## src/rtl/gamma_seq_ctrl_pkg.sv

```systemverilog
// Shared types and width helpers for the gamma-cycle sequencer and its spike encoders.
package gamma_pkg;

  typedef enum logic [1:0] {
    IDLE  = 2'd0,
    CLEAR = 2'd1,
    RUN   = 2'd2,
    DONE  = 2'd3
  } gamma_state_e;

  function automatic int val_w(input int g);
    return $clog2(g) + 1;
  endfunction

  function automatic int t_w(input int g);
    return $clog2(g);
  endfunction

  // Any operand at or above this code never spikes within the gamma cycle.
  function automatic int inf_code(input int g);
    return g;
  endfunction

endpackage

```

## src/rtl/gamma_seq_ctrl_if.sv

```systemverilog
// Host handshakes plus the race-logic compare-unit link of the gamma sequencer.
interface gamma_seq_ctrl_if #(
  parameter int VAL_W = 5
);
  logic             in_valid;
  logic             in_ready;
  logic [VAL_W-1:0] in_a;
  logic [VAL_W-1:0] in_b;
  logic             unit_rst;
  logic             unit_a;
  logic             unit_b;
  logic             unit_y;
  logic             out_valid;
  logic             out_ready;
  logic [VAL_W-1:0] out_time;
  logic             out_none;

  modport master (
    input  in_valid, in_a, in_b, unit_y, out_ready,
    output in_ready, unit_rst, unit_a, unit_b, out_valid, out_time, out_none
  );

  modport slave (
    output in_valid, in_a, in_b, unit_y, out_ready,
    input  in_ready, unit_rst, unit_a, unit_b, out_valid, out_time, out_none
  );
endinterface

```

## src/rtl/gamma_seq_ctrl_encoder.sv

```systemverilog
// Turns a binary spike time into a PULSE_WIDTH-tick pulse, truncated at the gamma-cycle end.
module temporal_encoder
  import gamma_pkg::*;
#(
  parameter int GAMMA_CYCLE_WIDTH = 16,
  parameter int PULSE_WIDTH       = 8
) (
  input  logic [val_w(GAMMA_CYCLE_WIDTH)-1:0] i_value,
  input  logic [t_w(GAMMA_CYCLE_WIDTH)-1:0]   i_tick,
  input  logic                                i_run,
  output logic                                o_spike
);
  localparam int VAL_W = val_w(GAMMA_CYCLE_WIDTH);
  // Widened so value + PULSE_WIDTH never wraps.
  localparam int CW    = VAL_W + $clog2(PULSE_WIDTH) + 1;

  logic [CW-1:0] w_value;
  logic [CW-1:0] w_tick;
  logic [CW-1:0] w_end;

  assign w_value = CW'(i_value);
  assign w_tick  = CW'(i_tick);
  assign w_end   = w_value + CW'(PULSE_WIDTH);

  assign o_spike = i_run
                 & (w_value < CW'(inf_code(GAMMA_CYCLE_WIDTH)))
                 & (w_value <= w_tick)
                 & (w_tick < w_end);
endmodule

```

## src/rtl/gamma_seq_ctrl.sv

```systemverilog
// Runs one compare unit through a gamma cycle: clear, replay operand spikes, timestamp unit_y.
module gamma_seq_ctrl
  import gamma_pkg::*;
#(
  parameter int GAMMA_CYCLE_WIDTH = 16,
  parameter int PULSE_WIDTH       = 8
) (
  input  logic              aclk,
  input  logic              grst,
  gamma_seq_ctrl_if.master  bus
);
  localparam int VAL_W = val_w(GAMMA_CYCLE_WIDTH);
  localparam int T_W   = t_w(GAMMA_CYCLE_WIDTH);

  localparam logic [1:0] ST_IDLE  = IDLE;
  localparam logic [1:0] ST_CLEAR = CLEAR;
  localparam logic [1:0] ST_RUN   = RUN;
  localparam logic [1:0] ST_DONE  = DONE;

  logic [1:0]       r_state;
  logic [T_W-1:0]   r_tick;
  logic             r_seen;
  logic [VAL_W-1:0] r_time;
  logic             r_unit_rst;
  logic [VAL_W-1:0] r_a;
  logic [VAL_W-1:0] r_b;

  logic w_accept;
  logic w_run;
  logic w_last_tick;

  assign w_accept    = (r_state == ST_IDLE) & bus.in_valid;
  assign w_run       = (r_state == ST_RUN);
  assign w_last_tick = (r_tick == T_W'(GAMMA_CYCLE_WIDTH - 1));

  always_ff @(posedge aclk) begin
    if (grst) begin
      r_state    <= ST_IDLE;
      r_tick     <= '0;
      r_seen     <= 1'b0;
      r_time     <= '0;
      r_unit_rst <= 1'b1;
    end else begin
      r_unit_rst <= w_accept;
      case (r_state)
        ST_IDLE:  if (w_accept) r_state <= ST_CLEAR;
        ST_CLEAR: begin
          r_state <= ST_RUN;
          r_tick  <= '0;
          r_seen  <= 1'b0;
          r_time  <= '0;
        end
        ST_RUN: begin
          // Only the first assertion of unit_y carries the result.
          if (bus.unit_y && !r_seen) begin
            r_time <= VAL_W'(r_tick);
            r_seen <= 1'b1;
          end
          r_tick <= r_tick + 1'b1;
          if (w_last_tick) r_state <= ST_DONE;
        end
        ST_DONE:  if (bus.out_ready) r_state <= ST_IDLE;
        default:  r_state <= ST_IDLE;
      endcase
    end
  end

  always_ff @(posedge aclk) begin
    if (w_accept && !grst) begin
      r_a <= bus.in_a;
      r_b <= bus.in_b;
    end
  end

  temporal_encoder #(
    .GAMMA_CYCLE_WIDTH (GAMMA_CYCLE_WIDTH),
    .PULSE_WIDTH       (PULSE_WIDTH)
  ) u_enc_a (
    .i_value (r_a),
    .i_tick  (r_tick),
    .i_run   (w_run),
    .o_spike (bus.unit_a)
  );

  temporal_encoder #(
    .GAMMA_CYCLE_WIDTH (GAMMA_CYCLE_WIDTH),
    .PULSE_WIDTH       (PULSE_WIDTH)
  ) u_enc_b (
    .i_value (r_b),
    .i_tick  (r_tick),
    .i_run   (w_run),
    .o_spike (bus.unit_b)
  );

  assign bus.in_ready  = (r_state == ST_IDLE);
  assign bus.unit_rst  = r_unit_rst;
  assign bus.out_valid = (r_state == ST_DONE);
  assign bus.out_none  = (r_state == ST_DONE) & ~r_seen;
  assign bus.out_time  = r_time;

endmodule

```

## src/flat_wrapper.sv

```systemverilog
// flat-port wrapper written by rule: the top's interface ports become plain ports
module gamma_seq_ctrl_flat import gamma_pkg::*;
#(
  parameter int GAMMA_CYCLE_WIDTH = 16,
  parameter int PULSE_WIDTH       = 8
)
  (aclk, grst, bus_in_valid, bus_in_a, bus_in_b, bus_unit_y, bus_out_ready, bus_in_ready, bus_unit_rst, bus_unit_a, bus_unit_b, bus_out_valid, bus_out_time, bus_out_none);
  gamma_seq_ctrl_if #(.VAL_W((5))) bus_i ();
  input  logic aclk;
  input  logic grst;
  input wire logic [$bits(bus_i.in_valid)-1:0] bus_in_valid;
  input wire logic [$bits(bus_i.in_a)-1:0] bus_in_a;
  input wire logic [$bits(bus_i.in_b)-1:0] bus_in_b;
  input wire logic [$bits(bus_i.unit_y)-1:0] bus_unit_y;
  input wire logic [$bits(bus_i.out_ready)-1:0] bus_out_ready;
  output wire logic [$bits(bus_i.in_ready)-1:0] bus_in_ready;
  output wire logic [$bits(bus_i.unit_rst)-1:0] bus_unit_rst;
  output wire logic [$bits(bus_i.unit_a)-1:0] bus_unit_a;
  output wire logic [$bits(bus_i.unit_b)-1:0] bus_unit_b;
  output wire logic [$bits(bus_i.out_valid)-1:0] bus_out_valid;
  output wire logic [$bits(bus_i.out_time)-1:0] bus_out_time;
  output wire logic [$bits(bus_i.out_none)-1:0] bus_out_none;
  assign bus_i.in_valid = bus_in_valid;
  assign bus_i.in_a = bus_in_a;
  assign bus_i.in_b = bus_in_b;
  assign bus_i.unit_y = bus_unit_y;
  assign bus_i.out_ready = bus_out_ready;
  assign bus_in_ready = bus_i.in_ready;
  assign bus_unit_rst = bus_i.unit_rst;
  assign bus_unit_a = bus_i.unit_a;
  assign bus_unit_b = bus_i.unit_b;
  assign bus_out_valid = bus_i.out_valid;
  assign bus_out_time = bus_i.out_time;
  assign bus_out_none = bus_i.out_none;
  gamma_seq_ctrl #(.GAMMA_CYCLE_WIDTH(GAMMA_CYCLE_WIDTH), .PULSE_WIDTH(PULSE_WIDTH)) u_core (.aclk(aclk), .grst(grst), .bus(bus_i));
endmodule
```

## config.mk

```make
export PLATFORM = sky130hd
export DESIGN_NAME = gamma_seq_ctrl_flat
export DESIGN_NICKNAME = d
export VERILOG_FILES = /design/src/rtl/gamma_seq_ctrl_pkg.sv /design/src/rtl/gamma_seq_ctrl_if.sv /design/src/rtl/gamma_seq_ctrl_encoder.sv /design/src/rtl/gamma_seq_ctrl.sv /design/src/flat_wrapper.sv
export SDC_FILE = /design/constraint.sdc
export NUM_CORES = 1
export LEC_CHECK = 0
export BUFFER_PORTS_ARGS = -buffer_cell sky130_fd_sc_hd__clkbuf_2
export CORE_MARGIN = 2
export CORE_UTILIZATION = 41
export DETAILED_ROUTE_END_ITERATION = 10
export PLACE_DENSITY = 0.73
export SYNTH_ARGS = -nofsm -noshare
export SYNTH_HDL_FRONTEND = slang
export SYNTH_HIERARCHICAL = 1
export SYNTH_SLANG_ARGS = --single-unit
```

## constraint.sdc

```tcl
create_clock -name aclk -period 2 [get_ports aclk]
set_clock_uncertainty 0.2 [all_clocks]
set_input_delay 0.4 -clock aclk [delete_from_list [all_inputs] [get_ports aclk]]
set_output_delay 0.4 -clock aclk [all_outputs]
set_load 0.1 [all_outputs]
```

==> reports/qor.csv <==
metric;value;unit
length_of_the_first_detailed_routing_pass_in_iterations;4;
cts_max_path_buffers;2;
syn_area;1339;um2
finalSetupViolations;2;
grt_usage;0.1710;
port_buffers;24;
numCtsBuffers;3;
grt_max_degree;16;
final_cell_count_no_fill;219;
postSynthAreaPerCell;9.917;um2
ff_latch_area;548.0;um2
cts.hold.buffers_added;0;
result_of_the_run;complete, but fails checks;
fillCellCount;260;
timing.slew.headroom;0.6420;
remaining_routing_drc_violations;0;
clock.fmax;379.5;MHz
finalMaxSlewViolations;0;
setup_slack;-0.6353;ns
min_path_cells;1;
critical_path.max_fanout;2;
ys_warn_count;6;
top_level_ports;26;
syn_nets;172;
worstPathArrival;2.04;ns
critical_path_startpoint_category;flop;
netlist_top_cells_area;edfxtp_1 22%, ha_1 21%, dfxtp_1 18%;
critical_path_required;1.40;ns
syn-instance-count;135;
critical_setup_path_kind;flop to primary output;
globalplace.congestion;0.8131;
timing.max_cap.violations;0;
placed_cells_incl_taps;213;
drtAntennaViolNets;0;
rows;20;
h_tree_lvls;1;
antenna_found_initial;0;
layout_worst_path_cycle_share;1.318;
yosysSeqAreaShare;0.4037;
drive_above_1_share;0.4286;
wire_length_of_the_first_global_routing_pass;4.678;mm
synth_largest_type_area_fraction;0.2243;
cellLeakagePower;0.7744;nW
biggest_area_consumer_among_synthesized_cells;edfxtp_1;
tightestPinTransition;0.5393;ns
clk_root_buffer_cell;clkbuf_4;
die-width;61.15;um
hold_violation_total_from_the_final_report;0;
worstSkewPairLatency;0.31;ns
layout-area-overhead-vs-synth;40.75;%
clk_pin_slew;0.13;ns
grt_pass1_vias;1046;
worst_r2r_path_depth;5;
worstSetupEndpointType;primary output;
routed_via_density;4.822;
initial_utilization;0.4350;
largest_voltage_drop_on_the_vdd_net;0.4402;mV
power_density;847.0;nW/um2
postSynthRegisterBits;22;
violations_in_the_final_reports;setup timing;
dr.first_iter.drc_count;24;
dpl.hpwl;2.060;mm
area_of_the_core;3078;um2
diodes;0;
shortest_clock_period_the_worst_path_allows_after_layout;2.635;ns
clock_tree_from_tritoncts;yes;
clkSinkCount;22;
route.detailed.wl_per_inst;12.84;um
drt_total_wl;2.811;mm
totalNegativeSetupSlack;-1.249;ns
rsz_0062_raised_after_global_routing;yes;
die-area;3739;um2
multi_input_combinational_cell_area;859.6;um2
synth.lib_cells_used.distinct;33;
global_route.overflow_total;0;
holdCritPathClass;input port to flop;
routed_via_count;1056;
totalPowerFinal;1.596;mW
final_layout_net_count;213;
die_h;61.15;um
==> registers in the layout, indices dropped and copies added (netlist names) <==
register,count
u_core/r_a,5
u_core/r_b,5
u_core/bus.out_time,4
u_core/r_tick,4
u_core/r_state,2
u_core/bus.unit_rst,1
u_core/r_seen,1
==> path summary, 6_finish.rpt <==
check / from / slack [ns] / to
setup reg to reg: u_core/r_state[0] / 0.10 / u_core/r_state[0]
hold reg to reg: u_core/bus.out_time[3] / 0.28 / u_core/bus.out_time[3]
setup / recovery: u_core/r_a[3] / -0.64 / bus_unit_a
hold / removal: bus_in_a[0] / 0.05 / u_core/r_a[0]
==> metrics by stage <==
step / area (um2) / hold slack [ns] / utilization / worst slack (ns)
floorplan: 1410 / 0.2863 / - / -0.8700
global placement: 1729 / 0.2597 / 0.5618 / -0.3332
detailed placement: 1729 / 0.2650 / 0.5618 / -0.3559
CTS: 1867 / 0.04159 / 0.6065 / -0.6690
global route: 1884 / 0.02300 / 0.6122 / -0.7331
finish: 1884 / 0.05171 / 0.6122 / -0.6353
==> cell families after synthesis <==
kind of cell	share of synthesized area
AO/OA/AOI/OAI	0.1122
adder cells (fa/ha/maj)	0.2056
buffers and inverters	0.07102
flip-flops	0.4037
multiplexers	0.02336
other	0.002801
AND/OR/NAND/NOR	0.1813
==> synth_stat cells, drive strengths merged <==
master,count
a21boi,1
nand3b,1
a211oi,1
mux2i,2
nor4b,2
a22oi,1
conb,1
buf,2
ha,22
dfxtp,12
nor4,1
nand2b,7
edfxtp,10
and3b,2
and2b,1
nor2,7
inv,19
a21oi,12
o211ai,2
o32ai,1
clkinv,2
nor2b,6
nand3,8
o32a,2
mux2,1
o21ai,1
clkbuf,1
nand2,6
a2111o,1
==> where the power goes <==
part / switching, mW / internal [mW] / total, mW / leakage [nW]
registers: 0.0429 / 0.528 / 0.571 / 0.192
logic: 0.418 / 0.309 / 0.728 / 0.556
clock network: 0.145 / 0.153 / 0.297 / 0.0261
==> routing by layer <==
| layer | vias to the layer above | share of wire | global-route usage |
|---|---|---|---|
| met5 | - | 0 | 0 |
| met4 | 0 | 0.011 | 0.07143 |
| met3 | 4 | 0.030 | 0.03361 |
| met2 | 22 | 0.52 | 0.3040 |
| met1 | 488 | 0.44 | 0.1997 |
| li1 | 542 | - | - |
==> worst max-delay path, stage by stage, from the launching register on <==
cell and delay, ns:
edfxtp_1 0.46, ha_4 0.31, clkinv_1 0.07, buf_4 0.14
a21oi_2 0.12, a21oi_2 0.09, nor4b_4 0.31, buf_12 0.21
==> cell type report <==
type	instances	share of cell area
clock buffers	4	0.02523
inverters	21	0.04183
multi-input cells	89	0.4562
flip-flops and latches	22	0.2908
well taps	44	0.02922
repair buffers	39	0.1567
==> cells in the final DEF, fill, tap and decap left out, drive strengths merged, types with 2 or more instances in the layout <==
cell type	Yosys	routed
clkbuf	1	23
ha	22	22
buf	2	20
inv	19	19
dfxtp	12	12
a21oi	12	12
edfxtp	10	10
nand3	8	8
nand2b	7	7
nor2	7	7
nand2	6	6
nor2b	6	6
and3b	2	2
mux2i	2	2
clkinv	2	2
o211ai	2	2
o32a	2	2
nor4b	2	2
==> repair_timing <==
item,in CTS,in global routing
pin swaps,8,3
endpoints found under the setup margin,2,3
setup buffers,2,0
resized for setup,11,6
Power figures use the tool's default switching activity.
